[config.mk]
export PLATFORM = sky130hd
export DESIGN_NAME = noise_fill_scheduler
export DESIGN_NICKNAME = d
export VERILOG_FILES = /design/src/rtl/noise_fill_scheduler.sv
export SDC_FILE = /design/constraint.sdc
export NUM_CORES = 1
export LEC_CHECK = 0
export BUFFER_PORTS_ARGS = -buffer_cell sky130_fd_sc_hd__buf_2
export CORE_MARGIN = 1
export CORE_UTILIZATION = 55
export CTS_CLUSTER_DIAMETER = 40
export DETAILED_ROUTE_END_ITERATION = 10
export PLACE_DENSITY = 0.82
export SYNTH_ARGS = -nofsm -noshare
export SYNTH_HDL_FRONTEND = slang
export SYNTH_SLANG_ARGS = --single-unit
[constraint.sdc]
create_clock -name clk -period 3.4 [get_ports clk]
set_clock_uncertainty 0.05 [all_clocks]
set_input_delay 0.68 -clock clk [delete_from_list [all_inputs] [get_ports clk]]
set_output_delay 0.68 -clock clk [all_outputs]
set_load 0.05 [all_outputs]
[src/rtl/noise_fill_scheduler.sv]
// Walks the masked noise layers in ascending size code: launches the filler, relocates its writes
// into a contiguous per-layer BRAM region, and records each region's base. Writes land 1 cycle after fill_we.
module noise_fill_scheduler #(
    parameter int DATA_WIDTH = 64,
    parameter int ADDR_WIDTH = 14,
    parameter int DEPTH      = 16384
) (
    input  logic                  clk,
    input  logic                  rst_n,
    input  logic                  frame_start,
    input  logic [7:0]            layer_mask,
    input  logic                  abort,
    output logic                  fill_start,
    output logic [2:0]            fill_size,
    input  logic [ADDR_WIDTH-1:0] fill_addr,
    input  logic [DATA_WIDTH-1:0] fill_wdata,
    input  logic                  fill_we,
    input  logic                  fill_done,
    output logic [ADDR_WIDTH-1:0] bram_addr,
    output logic [DATA_WIDTH-1:0] bram_wdata,
    output logic                  bram_we,
    input  logic [2:0]            rd_layer,
    output logic [ADDR_WIDTH-1:0] rd_base,
    output logic [7:0]            layer_ready,
    output logic                  busy,
    output logic                  frame_done,
    output logic                  err
);

    localparam int SW = ADDR_WIDTH + 1;
    localparam logic [SW-1:0] DEPTH_W = SW'(DEPTH);

    typedef enum logic [2:0] {
        S_IDLE, S_LAUNCH, S_WAIT, S_COMMIT, S_NEXT, S_FIN, S_ERR
    } state_t;

    state_t                state;
    state_t                state_nxt;
    logic [7:0]            mask_q;
    logic [2:0]            cur;
    logic [SW-1:0]         base;
    logic [SW-1:0]         wcnt;
    logic [ADDR_WIDTH-1:0] base_table [8];

    logic [SW-1:0]         wr_sum;
    logic                  ovf;
    logic [2:0]            low_bit;
    logic [2:0]            next_bit;
    logic                  any_low;
    logic                  any_next;
    logic                  to_err;

    // Extra bit on the sum so a relocation past the top of the BRAM is seen, not wrapped.
    assign wr_sum  = base + {1'b0, fill_addr};
    assign ovf     = (wr_sum >= DEPTH_W);
    assign to_err  = (state_nxt == S_ERR) && (state != S_ERR);
    assign rd_base = base_table[rd_layer];
    assign fill_size = cur;

    always_comb begin
        low_bit  = 3'd0;
        any_low  = 1'b0;
        next_bit = 3'd0;
        any_next = 1'b0;
        for (int i = 7; i >= 0; i--) begin
            if (layer_mask[i]) begin
                low_bit = 3'(i);
                any_low = 1'b1;
            end
            if (mask_q[i] && (3'(i) > cur)) begin
                next_bit = 3'(i);
                any_next = 1'b1;
            end
        end
    end

    always_ff @(posedge clk or negedge rst_n) begin
        if (!rst_n) state <= S_IDLE;
        else        state <= state_nxt;
    end

    always_comb begin
        state_nxt  = state;
        fill_start = 1'b0;
        frame_done = 1'b0;
        case (state)
            S_IDLE: begin
                if (frame_start) state_nxt = any_low ? S_LAUNCH : S_FIN;
            end
            S_LAUNCH: begin
                if (abort) state_nxt = S_ERR;
                else begin
                    fill_start = 1'b1;
                    state_nxt  = S_WAIT;
                end
            end
            S_WAIT: begin
                if (abort || (fill_we && ovf)) state_nxt = S_ERR;
                else if (fill_done)            state_nxt = S_COMMIT;
            end
            S_COMMIT: state_nxt = abort ? S_ERR : S_NEXT;
            S_NEXT: begin
                if (abort)         state_nxt = S_ERR;
                else if (any_next) state_nxt = S_LAUNCH;
                else               state_nxt = S_FIN;
            end
            S_FIN: begin
                if (abort) state_nxt = S_ERR;
                else begin
                    frame_done = 1'b1;
                    state_nxt  = S_IDLE;
                end
            end
            S_ERR:   state_nxt = S_IDLE;
            default: state_nxt = S_IDLE;
        endcase
    end

    always_ff @(posedge clk or negedge rst_n) begin
        if (!rst_n) begin
            mask_q      <= '0;
            cur         <= '0;
            base        <= '0;
            wcnt        <= '0;
            layer_ready <= '0;
            busy        <= 1'b0;
            err         <= 1'b0;
            bram_addr   <= '0;
            bram_wdata  <= '0;
            bram_we     <= 1'b0;
            for (int i = 0; i < 8; i++) base_table[i] <= '0;
        end else begin
            bram_we <= 1'b0;
            if (to_err) begin
                err  <= 1'b1;
                busy <= 1'b0;
            end else begin
                case (state)
                    S_IDLE: begin
                        if (frame_start) begin
                            mask_q      <= layer_mask;
                            layer_ready <= '0;
                            err         <= 1'b0;
                            base        <= '0;
                            wcnt        <= '0;
                            busy        <= 1'b1;
                            cur         <= low_bit;
                        end
                    end
                    S_WAIT: begin
                        if (fill_we) begin
                            bram_addr  <= wr_sum[ADDR_WIDTH-1:0];
                            bram_wdata <= fill_wdata;
                            bram_we    <= 1'b1;
                            wcnt       <= wcnt + 1'b1;
                        end
                    end
                    S_COMMIT: begin
                        base_table[cur]  <= base[ADDR_WIDTH-1:0];
                        layer_ready[cur] <= 1'b1;
                        base             <= base + wcnt;
                        wcnt             <= '0;
                    end
                    S_NEXT: begin
                        if (any_next) cur <= next_bit;
                    end
                    S_FIN:   busy <= 1'b0;
                    S_ERR:   busy <= 1'b0;
                    default: ;
                endcase
            end
        end
    end

endmodule

==> out/results.tsv <==
stage	metric	value	unit
sta	Slew HR	37.1	%
power_and_ir_drop	Leak	7.23	nW
global_route	total gr overflow	0	
sta	RSZ-0062 raised after global routing	no	
yosys	Seq/Total Area, Yosys	52.3	%
place	Cell Area, Placed	13300	µm²
power_and_ir_drop	Final Power	12.0	mW
yosys	Post-synth EDFFs	0	
floorplan	initial core utilization	56.8	%
floorplan	Rows	52	
sta	Slew Viols, Final	0	
yosys	Yosys reg bits	244	
status	status	finished, final reports clean	
job	max-cap violations	0	
setup_path	CP max stage cell	dfrtp_1	
yosys	synthesized instance count	931	
sta	Final Setup Violations	0	
sta	final hold vios	0	
setup_path	CP Max Fanout	35	
clock_network	Sink Count	244	
route	WL final	29000	µm
yosys	Post-Syn Nets	1057	
sta	setup ws final	0.283	ns
cells_and_area	synth-to-layout area growth	24.7	%
clock_network	clock-pin slew on the worst setup and hold paths	0.05	ns
setup_path	CP Capture Type	flip-flop	
clock_network	later-pin clock latency in the skew report	0.51	ns
route	routed len/inst	19.6	µm
floorplan	die footprint	21800	µm²
floorplan	core area	20600	µm²
cells_and_area	Layout Cells excl Fill	1474	
power_and_ir_drop	Comb power frac	35.5	%
clock_network	clk root buf	clkbuf_16	
route	Final ANT Viol Nets	0	
worst_hold_path	Hold Path Class	in -> async	
sta	f_max	321	MHz
global_route	largest net degree at the start of global routing	104	
sta	setup TNS	0	ns
sta	Tcrit/Tclk final	91.7	%
sta	hold_ws	0.121	ns
route	via count	8515	
floorplan	top-level I/O count	203	
yosys	synth warn	0	
power_and_ir_drop	internal power	7.15	mW
setup_path	Worst EP required	3.73	ns
place	placed cells	1405	
power_and_ir_drop	worst-case vdd ir drop	0.727	mV
clock_network	post-CTS resize count	0	
power_and_ir_drop	Seq pwr share	33.1	%
power_and_ir_drop	Clock power frac	31.4	%
yosys	Netlist Area Pre-Place	11700	µm²
floorplan	Die X	148	µm
global_route	initial antenna violation count	6	
setup_path	r2r worst-path depth	10	
place	Place WS	-0.0657	ns
clock_network	CTS Buf Count	35	
place	gpl congestion	0.869	
yosys	Post-synth ARST share	100	%
place	port bufs	202	
yosys	syn avg cell area	12.5	µm²
power_and_ir_drop	NetSw	4.85	mW
route	DRC Markers	0	
clock_network	Max Root-Sink Buffers	3	
route	Detailed Routing Iterations Pass 1	4	
setup_path	crit path cell chain	ha_1 > fa_1 > a211oi_1 > o21a_1 > or3_1 > a31oi_1 > a211oi_4 > nand4_4 > buf_12 > mux2_1	
power_and_ir_drop	Pwr Density	824	nW/µm²
cells_and_area	design area	14600	µm²
power_and_ir_drop	Sw Share	40.4	%
setup_path	CP peak stage delay	0.41	ns
cells_and_area	Final nets	1298	
route	vias per cell	5.78	
floorplan	Die Span Y	148	µm
sta	worst-margin pin slew	0.944	ns
clock_network	CTS tree	yes	
yosys	Post-synth top flop	dfrtp_1	
sta	Min Clock Period, post-route	3.12	ns
setup_path	worst setup path category	reg -> reg	
global_route	Global Route Usage Sum	27.8	%
clock_network	hold_buf cts	0	
yosys	Netlist cell types	52	
clock_network	Max H-tree Level	2	
cells_and_area	layout cells sized above 1	45.0	%
setup_path	Startpoint Class	flip-flop	
global_route	vias in the first global route	9107	
cells_and_area	Finished Core Util	70.9	%
place	placed wire-length estimate	19400	µm
clock_network	post-CTS setup buffer count	0	
global_route	first-pass GRT wire length	47300	µm
setup_path	CP Data Arrival Time	3.45	ns
route	First DRT Iteration DRCs	483	
[path summary, 6_finish.rpt]
path | start | end | slack (ns)
min in group clk | fill_wdata[52] | bram_wdata[52] | 0.35
max | base[0] | bram_wdata[52] | 0.28
max in group asynchronous | rst_n | layer_ready[5] | 2.36
max reg2reg | base[0] | bram_wdata[52] | 0.28
min reg2reg | bram_addr[7] | bram_addr[7] | 0.43
min | rst_n | base_table[33] | 0.12
[layer usage]
metal / up-vias / track usage [%] / share of wire [%]
met5: - / 0 / 0
met4: 0 / 10.8 / 3.0
met3: 61 / 5.52 / 6.2
met2: 302 / 49.0 / 51
met1: 4264 / 33.6 / 39
li1: 3888 / - / -
[cell usage after synthesis, types with 2 or more instances]
| cell type | n | area, µm² |
|---|---|---|
| o21bai_1 | 6 | 45.0 |
| buf_1 | 3 | 11.3 |
| inv_1 | 19 | 71.3 |
| o31a_1 | 2 | 17.5 |
| mux2_2 | 191 | 2150 |
| o21ai_0 | 55 | 275 |
| nand2b_1 | 5 | 31.3 |
| o211ai_1 | 3 | 22.5 |
| nand4_1 | 5 | 31.3 |
| clkbuf_1 | 25 | 93.8 |
| nor3b_1 | 3 | 22.5 |
| nor2_1 | 37 | 139 |
| nor2b_1 | 6 | 37.5 |
| and3_1 | 8 | 50.1 |
| mux2_1 | 4 | 45.0 |
| o31ai_1 | 2 | 15.0 |
| xnor2_1 | 9 | 78.8 |
| fa_1 | 2 | 40.0 |
| a31oi_1 | 9 | 56.3 |
| or3_1 | 18 | 113 |
| nand3b_1 | 3 | 22.5 |
| a211oi_1 | 5 | 37.5 |
| a21o_1 | 13 | 97.6 |
| mux4_2 | 28 | 631 |
| o21a_1 | 7 | 52.6 |
| o41ai_1 | 2 | 17.5 |
| buf_2 | 16 | 80.1 |
| mux2i_1 | 3 | 30.0 |
| ha_1 | 29 | 363 |
| nor3_1 | 8 | 40.0 |
| nor4_1 | 4 | 25.0 |
| a21oi_1 | 42 | 210 |
| xor2_1 | 14 | 123 |
| a31o_2 | 2 | 17.5 |
| nand3_1 | 21 | 105 |
| dfrtp_1 | 244 | 6110 |
| nand2_1 | 61 | 229 |
| and2_1 | 3 | 18.8 |
[sequential cells by signal (all words and copies together), names as in the netlist]
register     count
base_table     112
bram_wdata      64
wcnt            15
state            3
bram_we          1
fill_size        3
mask_q           7
bram_addr       14
layer_ready      8
err              1
busy             1
base            15
[cell type report]
cell class | count | area (µm²)
diodes | 5 | 12.5
clock buffers | 41 | 960
clock inverters | 23 | 282
fillers | 1403 | 5990
inverters | 19 | 71.3
multi-input cells | 624 | 5350
flip-flops and latches | 244 | 6110
well taps | 270 | 338
repair buffers | 248 | 1450
[logic make-up after synthesis]
| family | share of synthesized area, % |
|---|---|
| AOI/OAI and AO/OA | 8.05 |
| xor gates and xnor gates | 1.72 |
| adders and majority gates | 3.45 |
| buffers and inverters | 2.20 |
| DFF | 52.3 |
| muxes | 24.5 |
| and+or+nand+nor | 7.86 |
[placed cells by master (no fill, tap or decap), drive strengths merged, types with 18 or more instances in the layout]
cell type | netlist | routed
clkbuf | 25 | 41
buf | 19 | 248
a21oi | 42 | 42
or3 | 18 | 18
nand3 | 21 | 21
ha | 29 | 29
nand2 | 61 | 61
mux4 | 28 | 28
o21ai | 55 | 55
nor2 | 37 | 37
dfrtp | 244 | 244
mux2 | 195 | 195
inv | 19 | 25
[power by group through the flow]
stage	combinational [mW]	clock (mW)	sequential, mW
after floorplan	1.37	0	5.73
after global placement	4.19	0	3.97
after detailed placement	4.27	0	4.00
after CTS	4.28	3.81	3.96
after global routing	4.51	3.93	4.05
final	4.27	3.77	3.97
[worst max-delay path: cells and delay by family, from the launching register on]
family	cells	cell delay, ns
adder cells (fa/ha/maj)	2	0.61
flip-flops	1	0.41
multiplexers	1	0.32
buffers and inverters	1	0.24
AO/OA/AOI/OAI	4	0.97
AND/OR/NAND/NOR	2	0.37
No activity file was read; power rests on OpenSTA's default activity.
